==> src/rtl/aes_fifo_loader.sv <==
// rtl/aes_fifo_loader.sv - pops 16 bytes from a byte FIFO, assembles an AES block and hands it to the core
module aes_fifo_loader (
    input  logic         clk,
    input  logic         rst,
    input  logic         enable,
    input  logic         flush,
    input  logic         fifo_empty,
    input  logic [7:0]   fifo_data,
    output logic         fifo_rd_en,
    output logic         aes_start,
    output logic [127:0] aes_block,
    input  logic         aes_done,
    output logic         busy,
    output logic [7:0]   blk_count
);

    typedef enum logic [1:0] {
        IDLE  = 2'd0,
        LOAD  = 2'd1,
        START = 2'd2,
        WAIT  = 2'd3
    } state_t;

    state_t     state;
    state_t     next_state;
    logic [4:0] issued;
    logic [4:0] captured;
    logic       rd_pend;
    logic       last_capture;
    logic       done_hit;

    always_comb begin
        fifo_rd_en   = (state == LOAD) && !fifo_empty && (issued < 5'd16) && !flush;
        aes_start    = (state == START) && !flush;
        busy         = (state != IDLE);
        last_capture = rd_pend && (captured == 5'd15);
        done_hit     = (state == WAIT) && aes_done;
        next_state   = state;
        case (state)
            IDLE:    if (enable) next_state = LOAD;
            LOAD:    if (last_capture) next_state = START;
            START:   next_state = WAIT;
            WAIT:    if (aes_done) next_state = enable ? LOAD : IDLE;
            default: next_state = IDLE;
        endcase
        if (flush) begin
            next_state = IDLE;
        end
    end

    always_ff @(posedge clk or negedge rst) begin
        if (!rst) begin
            state <= IDLE;
        end else begin
            state <= next_state;
        end
    end

    // rd_pend tracks the FIFO's one-cycle read latency; fifo_rd_en is already low during flush
    always_ff @(posedge clk or negedge rst) begin
        if (!rst) begin
            issued    <= 5'd0;
            captured  <= 5'd0;
            rd_pend   <= 1'b0;
            aes_block <= 128'd0;
            blk_count <= 8'd0;
        end else begin
            rd_pend <= fifo_rd_en;
            if (flush) begin
                issued   <= 5'd0;
                captured <= 5'd0;
            end else if (done_hit) begin
                issued    <= 5'd0;
                captured  <= 5'd0;
                blk_count <= blk_count + 8'd1;
            end else begin
                if (fifo_rd_en) issued <= issued + 5'd1;
                if (rd_pend) captured <= captured + 5'd1;
            end
            if (rd_pend && !flush) begin
                aes_block <= {aes_block[119:0], fifo_data};
            end
        end
    end

endmodule

==> config.mk <==
export PLATFORM = sky130hd
export DESIGN_NAME = aes_fifo_loader
export DESIGN_NICKNAME = d
export VERILOG_FILES = /design/src/rtl/aes_fifo_loader.sv
export SDC_FILE = /design/constraint.sdc
export NUM_CORES = 1
export LEC_CHECK = 0
export BUFFER_PORTS_ARGS = -buffer_cell sky130_fd_sc_hd__buf_2
export CORE_MARGIN = 4
export CORE_UTILIZATION = 56
export DETAILED_ROUTE_END_ITERATION = 10
export GPL_ROUTABILITY_DRIVEN = 0
export PLACE_DENSITY_LB_ADDON = 0.2
export SYNTH_ARGS = -nofsm -noshare
export SYNTH_HDL_FRONTEND = slang
export SYNTH_SLANG_ARGS = --single-unit
export TNS_END_PERCENT = 100
==> constraint.sdc <==
create_clock -name clk -period 2.5 [get_ports clk]
set_input_delay 0.25 -clock clk [delete_from_list [all_inputs] [get_ports clk]]
set_output_delay 0.25 -clock clk [all_outputs]
set_load 0.005 [all_outputs]
# After elaboration in Yosys (flattened, before gate mapping)
# Cells that the tools add are included.
[totals]
register_bits = 149
latch_bits = 0
mem_bits_rw = 0
romBits = 0
input_bits = 14
output_inout_bits = 139
elab_cells = 45
mem_count = 0
[op_classes]
n_addsub = 3
n_mul = 0
div_mod_pow = 0
order_cmp = 1
eq_ne = 7
n_shift = 0
mux = 12
bitwise_logic = 1
reduce_logical = 15
[ops]
columns = ["cell", "n"]
rows = [
  ["$mux W5", 6],
  ["$add A5 B1 Y5 const B", 2],
  ["$ne A3 B3 Y1 const B", 3],
  ["$add A8 B1 Y8 const B", 1],
  ["$mux W2", 4],
  ["$pmux W2 S4", 1],
  ["$logic_and A1 B1 Y1", 7],
  ["$reduce_bool A3 Y1", 2],
  ["$eq A5 B4 Y1 const B", 1],
  ["$lt A5 B5 Y1 const B", 1],
  ["$eq A2 B2 Y1 const B", 2],
  ["$reduce_and A3 Y1", 1],
  ["$eq A2 B1 Y1 const B", 1],
  ["$logic_not A1 Y1", 2],
  ["$logic_not A2 Y1", 1],
  ["$reduce_and A2 Y1", 1],
  ["$reduce_bool A2 Y1", 1],
  ["$mux W1", 1],
  ["$not A1 Y1", 1],
]

# Longest topological paths before layout
# Gate-level depths: netlist (run 1).
[logic_depth]
word_depth = 7
ltp_mapped = 6

# Worst setup path before layout (run 1)
# No wires, ideal clock.
[synth_path]
path_kind = "reg2reg"
start = "register state[1]"
end = "register issued[3]"
setup_time_ns = 0.078
arrival_time_ns = 1.587
required_ns = 2.422
path_slack_ns = 0.835
stages_incl_launch_ff = 7
n_path_buf = 1
path_cell_list = "dfrtp_1 -> inv_1 -> ha_1 -> or3b_1 -> buf_2 -> or3_1 -> a21oi_1"
[synth_between]
elab_chain_len = 5
word_cells_on_any_way = 9
[synth_rtl]
columns = ["element", "line", "rtl"]
rows = [
  ["from (decl)", "24", "state_t state;"],
  ["from (signal assigned)", "55", "state <= next_state;"],
  ["$eq A2 B1 Y1", "33", "fifo_rd_en = (state == LOAD) && !fifo_empty && (issued < 5'd16) && !flush;"],
  ["$logic_and A1 B1 Y1 (3 in series)", "33", ""],
  ["$reduce_bool A3 Y1 (no line)", "n/a", ""],
  ["to (signal assigned)", "77", "if (fifo_rd_en) issued <= issued + 5'd1;"],
  ["to (decl)", "26", "logic [4:0] issued;"],
]
# Several ways; a longest one is shown, not always the timed one.
# A chain may end at the register's enable or synchronous reset.

# Final worst setup path (run 1)
[layout_path]
start = "register state[1]"
end = "output fifo_rd_en"
[layout_between]
elab_chain_len = 4
[layout_rtl]
columns = ["element", "line", "rtl"]
rows = [
  ["$eq A2 B1 Y1", "33", ""],
  ["$logic_and A1 B1 Y1 (3 in series)", "33", ""],
  ["to (decl)", "9", "output logic fifo_rd_en,"],
]
# Every way passes these cells.

==> impl_metrics.toml, run 1 <==
[outcome]
status = "complete, no violations"

[synth]
yosysWarnings = 0
synth.area.mux_share_pct = 25.46
ys.flop_type = "dfrtp_1"
syn_avg_cell_area_um2 = 15.63
synth_nets = 396
synth_top_family_by_area = "multiplexers"
synthTopCellsByArea = "dfrtp_1, mux2_2, mux2_1"
synthDistinctLibCells = 32
synth_seq_cells = 149
synth_area_leader_cell = "dfrtp_1"
syn_inst = 373
async_reset_ff_share_pct = 100.0
synth_top_area_share_pct = 63.96
synth_compound_area_share_pct = 1.288
seq_area_frac_synth_pct = 63.96
yosys.area_share.simple_pct = 3.305
synth-edff-count = 0
synthesis.area_um2 = 5829
synth_xor_xnor_area_share_pct = 1.653
synth_fa_ha_area_share_pct = 1.932

[power_and_ir_drop]
power.total_mw = 6.128
power_density_nw_per_um2 = 826.0
power_leakage_nw = 4.150
ir_drop_mv = 0.6724

[die]
fp.dieArea_um2 = 12110
start_util_pct = 58.56
ios = 153
core-area_um2 = 9955
die_w_um = 110.0
row_count = 36
die_y_um = 110.0

[routing]
route.final.wire_length_mm = 11.18
post_drt_wl_per_cell_um = 16.25
route.detailed.drc = 0
vias_per_cell = 5.170
drt_iter0_drc = 124
num_vias = 3557
drtAntennaViolNets = 0
drt-pass1-iter-count = 4

[layout]
layout_commonest_cell = "buf_2"
antennaDiodeCount = 0
fin_cells = 688
fillCellCount = 663
final_cell_area_um2 = 7420
layout_common_cells = "buf_2, dfrtp_1, mux2_2"
area_delta_synth_final_pct = 27.28
fin_util_pct = 74.53
nets = 565
drive_above_1_share_pct = 52.97

[run]
cap_viol_max_count = 0

[min_path]
whs_endpoint = "state[0]"
hold-path-cell-count = 3
holdCritStartpoint = "enable"
hold_class = "primary input to flop"

[worst_setup_path]
rr_startpoint = "state[1]"
cp.arrival_ns = 2.02
path_class = "flop to primary output"
worstSetupEndpointType = "primary output"
worstSetupStartpoint = "state[1]"
r2r-end = "issued[3]"
path_max_fanout = 7
r2r_cells = 5
cp_data_required_time_ns = 2.25
r2r_setup_slack_ns = 0.65
start_kind = "flop"

[sta]
rsz0062_at_grt = "no"
fin_worst_skew_ns = 0.005599
fin_ws_ns = 0.2347
min_period_over_period_pct = 90.61
slew_violations = 0
finalHoldViolations = 0
max_freq_mhz = 441.4
setup_viol = 0
tightest_slew_ns = 0.5465
tns_ns = 0
period_needed_ns = 2.265
whs_ns = 0.1529
slew_headroom_pct = 63.57

[global_routing]
grt_pass1_wl_mm = 17.87
grt_use_total_pct = 19.43
grt-busiest-layer = "met2"
gr-usage-met1_pct = 24.84
overflow = 0
grt_pass1_vias = 3546
grt_use_met2_pct = 29.90
grt_max_degree = 66
met3_usage_pct = 7.397
antenna_found_initial = 0

[clock_network]
clock_path_buffers = 2
clock_latency_ns = 0.51
cts_max_level = 4
cts_tree = "done"
cts_sinks = 149
path_clk_slew_ns = 0.06
numCtsBuffers = 17
root_buffer = "clkbuf_8"

[placement]
placed_area_um2 = 6731
placedCellCount = 646
dp_slack_ns = 0.6858
port_buffers = 152
hpwl_mm = 7.668
-- metal layers --
| metal | part of all wire (%) | wire, um |
|---|---|---|
| met5 | 0 | 0 |
| met4 | 1.6 | 179 |
| met2 | 48 | 5339 |
| met1 | 42 | 4693 |
| met3 | 8.6 | 964 |
-- cell type report --
type | instances | area (um^2) | area share (%)
sequential | 149 | 3729 | 50.25
multi-input combinational | 200 | 1968 | 26.53
timing repair buffer | 167 | 942.2 | 12.70
clock buffer | 20 | 435.4 | 5.868
tap | 133 | 166.4 | 2.243
clock inverter | 12 | 152.6 | 2.057
inverter | 7 | 26.28 | 0.3541
-- repair_timing --
item | 4_1_cts | 5_1_grt
buffers inserted | 0 | 0
endpoints found under the hold margin | 67 | 0
hold buffers | 10 | 0
resized for setup | 0 | 0
-- registers in the layout, indices dropped and copies added, names as in the netlist --
signal / count
blk_count: 8
captured: 5
state: 2
rd_pend: 1
issued: 5
aes_block: 128
-- power breakdown --
part	internal (mW)	switching [mW]	total, mW
Clock	1.55	0.958	2.50
Combinational	0.426	0.371	0.797
Sequential	2.65	0.181	2.83
Total	4.62	1.51	6.13
-- worst max-delay path, cell delays in order (launching register included) --
cell and delay, ns:
dfrtp_1 0.43, inv_1 0.12, ha_1 0.20, or3b_1 0.47
nor2_1 0.15, buf_2 0.13
-- cells by family after synthesis --
| group | Yosys count |
|---|---|
| AOI/OAI and AO/OA | 12 |
| xor gates and xnor gates | 11 |
| adders and majority gates | 9 |
| buffers and inverters | 24 |
| DFF | 149 |
| muxes | 132 |
| and+or+nand+nor | 36 |
-- synth_stat cells, drive strengths merged, types with 3 or more instances --
cell type    n
inv          7
mux2       130
nor2        12
buf         16
nand2        3
xnor2        3
a21oi        5
ha           9
or3          3
xor2         8
nand3        4
nor2b        4
dfrtp      149
-- worst max path at each step --
stage | to | slack (ns) | cells past startpoint
after floorplan | issued[3] | 0.83 | 6
after global placement | issued[3] | 0.78 | 5
after detailed placement | issued[3] | 0.69 | 5
after CTS | fifo_rd_en | 0.21 | 5
after global routing | fifo_rd_en | 0.08 | 5
final | fifo_rd_en | 0.23 | 5
Note: power is estimated with default switching activity, not from simulation.
==> run 2: changes to the inputs <==
--- a/config.mk
+++ b/config.mk
@@ -5,7 +5,7 @@
 export SDC_FILE = /design/constraint.sdc
 export NUM_CORES = 1
 export LEC_CHECK = 0
-export BUFFER_PORTS_ARGS = -buffer_cell sky130_fd_sc_hd__buf_2
+export BUFFER_PORTS_ARGS = -buffer_cell sky130_fd_sc_hd__buf_4
 export CORE_MARGIN = 4
 export CORE_UTILIZATION = 56
 export DETAILED_ROUTE_END_ITERATION = 10
==> constraint.sdc (replaced) <==
create_clock -name clk -period 2.5 [get_ports clk]
set_input_delay 0.25 -clock clk [delete_from_list [all_inputs] [get_ports clk]]
set_output_delay 0.25 -clock clk [all_outputs]
set_load 0.02 [all_outputs]
==> run 2 against run 1 <==
  * Worst setup slack worse by 0.094 ns
  * Die area unchanged
  * Hold slack got worse by 0.079 ns
  * First-iteration DRC count is 1.6% higher
  * Utilization rose by 4.0 points
  * Sequential share of layout area shrank 2.6 points
  * Final area up 5.3%
  * Sequential power barely moved
  * Register-to-register slack worse by 0.02 ns
  * Clock-buffer cell count up 2
  * Critical path type unchanged
  * Largest cell class unchanged
  * Highest routed layer unchanged
==> impl_metrics.toml, run 2 (same netlist as run 1, synthesis figures left out) <==
[outcome]
status = "complete, no violations"

[placement]
dp_slack_ns = 0.7138
hpwl_mm = 7.798
port_buffers = 152

[clock_network]
numCtsBuffers = 17
cts_sinks = 149
root_buffer = "clkbuf_8"
postCtsSetupBuffers = 0
clock_path_buffers = 2
path_clk_slew_ns = 0.06
cts_tree = "done"
clock_latency_ns = 0.51
cts_max_level = 4

[die]
row_count = 36
fp.dieArea_um2 = 12110
die_w_um = 110.0
ios = 153
core-area_um2 = 9955
die_y_um = 110.0
start_util_pct = 58.56

[layout]
multiInputGateArea_um2 = 1968
nets = 566
area_delta_synth_final_pct = 34.08
fin_util_pct = 78.52
drive_above_1_share_pct = 52.88
top_regs = "aes_block: 128 flops, blk_count: 8 flops"
layout_common_cells = "buf_4, dfrtp_1, mux2_2"
regArea_um2 = 3729
layout_commonest_cell = "buf_4"
antennaDiodeCount = 0
largest_reg_flops = 128
regMostFlops = "aes_block"
fillCellCount = 630

[worst_setup_path]
slowest_stage = "or3b_1"
path_class = "flop to primary output"
worstSetupEndpointType = "primary output"
path_max_fanout = 7
path_delay_family = "simple AND/OR/NAND/NOR gates"
cp.arrival_ns = 2.11
worstPathCellList = "inv_1 > ha_1 > or3b_1 > nor2_1 > buf_4"
slowest_delay_ns = 0.48
cp_data_required_time_ns = 2.25
start_kind = "flop"
timing.critical_path.buf_inv = 2

[sta]
rsz0062_at_grt = "no"
period_needed_ns = 2.359
tightest_slew_ns = 0.4593
max_freq_mhz = 423.8
min_period_over_period_pct = 94.38
slew_headroom_pct = 69.38
setup_viol = 0
finalHoldViolations = 0
fin_worst_skew_ns = 0.006985
tns_ns = 0
fin_ws_ns = 0.1405
slew_violations = 0

[routing]
drt_iter0_drc = 126
route.final.wire_length_mm = 11.36
drtAntennaViolNets = 0
route.detailed.drc = 0
vias_per_cell = 5.187
num_vias = 3574
drt-pass1-iter-count = 4
post_drt_wl_per_cell_um = 16.48

[global_routing]
antenna_found_initial = 0
grt-busiest-layer = "met2"
met3_usage_pct = 8.387
overflow = 0
grt_max_degree = 55
grt_pass1_wl_mm = 18.52
grt_pass1_vias = 3551
grt_use_met2_pct = 29.68
grt_use_total_pct = 20.01
gr-usage-met1_pct = 26.56

[power_and_ir_drop]
power_density_nw_per_um2 = 841.1
power_leakage_nw = 4.160
ir_drop_mv = 0.6336

[run]
cap_viol_max_count = 0

[min_path]
hold_class = "primary input to flop"
-- run 2: final timing paths --
path / from / end / slack [ns] / cells past startpoint
max in group asynchronous: rst / aes_block[60] / 1.58 / 3
hold / removal: enable / state[0] / 0.07 / 3
setup reg to reg: state[1] / issued[3] / 0.63 / 5
setup / recovery: state[1] / fifo_rd_en / 0.14 / 5
min in group asynchronous: rst / aes_block[102] / 0.23 / 2
hold reg to reg: blk_count[7] / blk_count[7] / 0.47 / 1
-- run 2: layer usage --
| metal | vias to the layer above | routed length (um) |
|---|---|---|
| met3 | 14 | 1085 |
| met5 | - | 0 |
| met1 | 1781 | 4788 |
| met2 | 124 | 5340 |
| li1 | 1655 | - |
| met4 | 0 | 144 |
-- run 2: stage by stage --
step                power [mW]  area [um^2]  hold slack (ns)  cells
floorplan                3.511         5829         -0.04559    373
global placement         4.003         7117           0.2111    647
detailed placement       4.058         7117           0.2131    647
CTS                      6.634         7816          0.05176    689
global route             6.873         7816          0.09209    689
finish                   6.574         7816          0.07415    689
-- run 2: report_power, final --
group | switching (mW) | total (mW) | leakage (nW) | internal (mW)
clock | 0.963 | 2.54 | 0.278 | 1.58
combinational | 0.632 | 1.19 | 1.83 | 0.562
sequential | 0.189 | 2.83 | 2.05 | 2.65
-- run 2: layout make-up --
cell class / count / area share, %
flip-flops and latches: 149 / 47.70
inverters: 7 / 0.3362
multi-input cells: 200 / 25.18
clock buffers: 22 / 5.795
clock inverters: 10 / 1.873
repair buffers: 168 / 16.98
well taps: 133 / 2.129
-- run 2: tightest hold or removal path, cell delays in order --
cell and delay (ns):
buf_4 0.09, a2111oi_0 0.08, o32ai_1 0.11
-- run 2: repair_timing --
action,CTS,global route
gates resized for setup,0,0
hold buffers,10,0
endpoints found under the hold margin,59,0
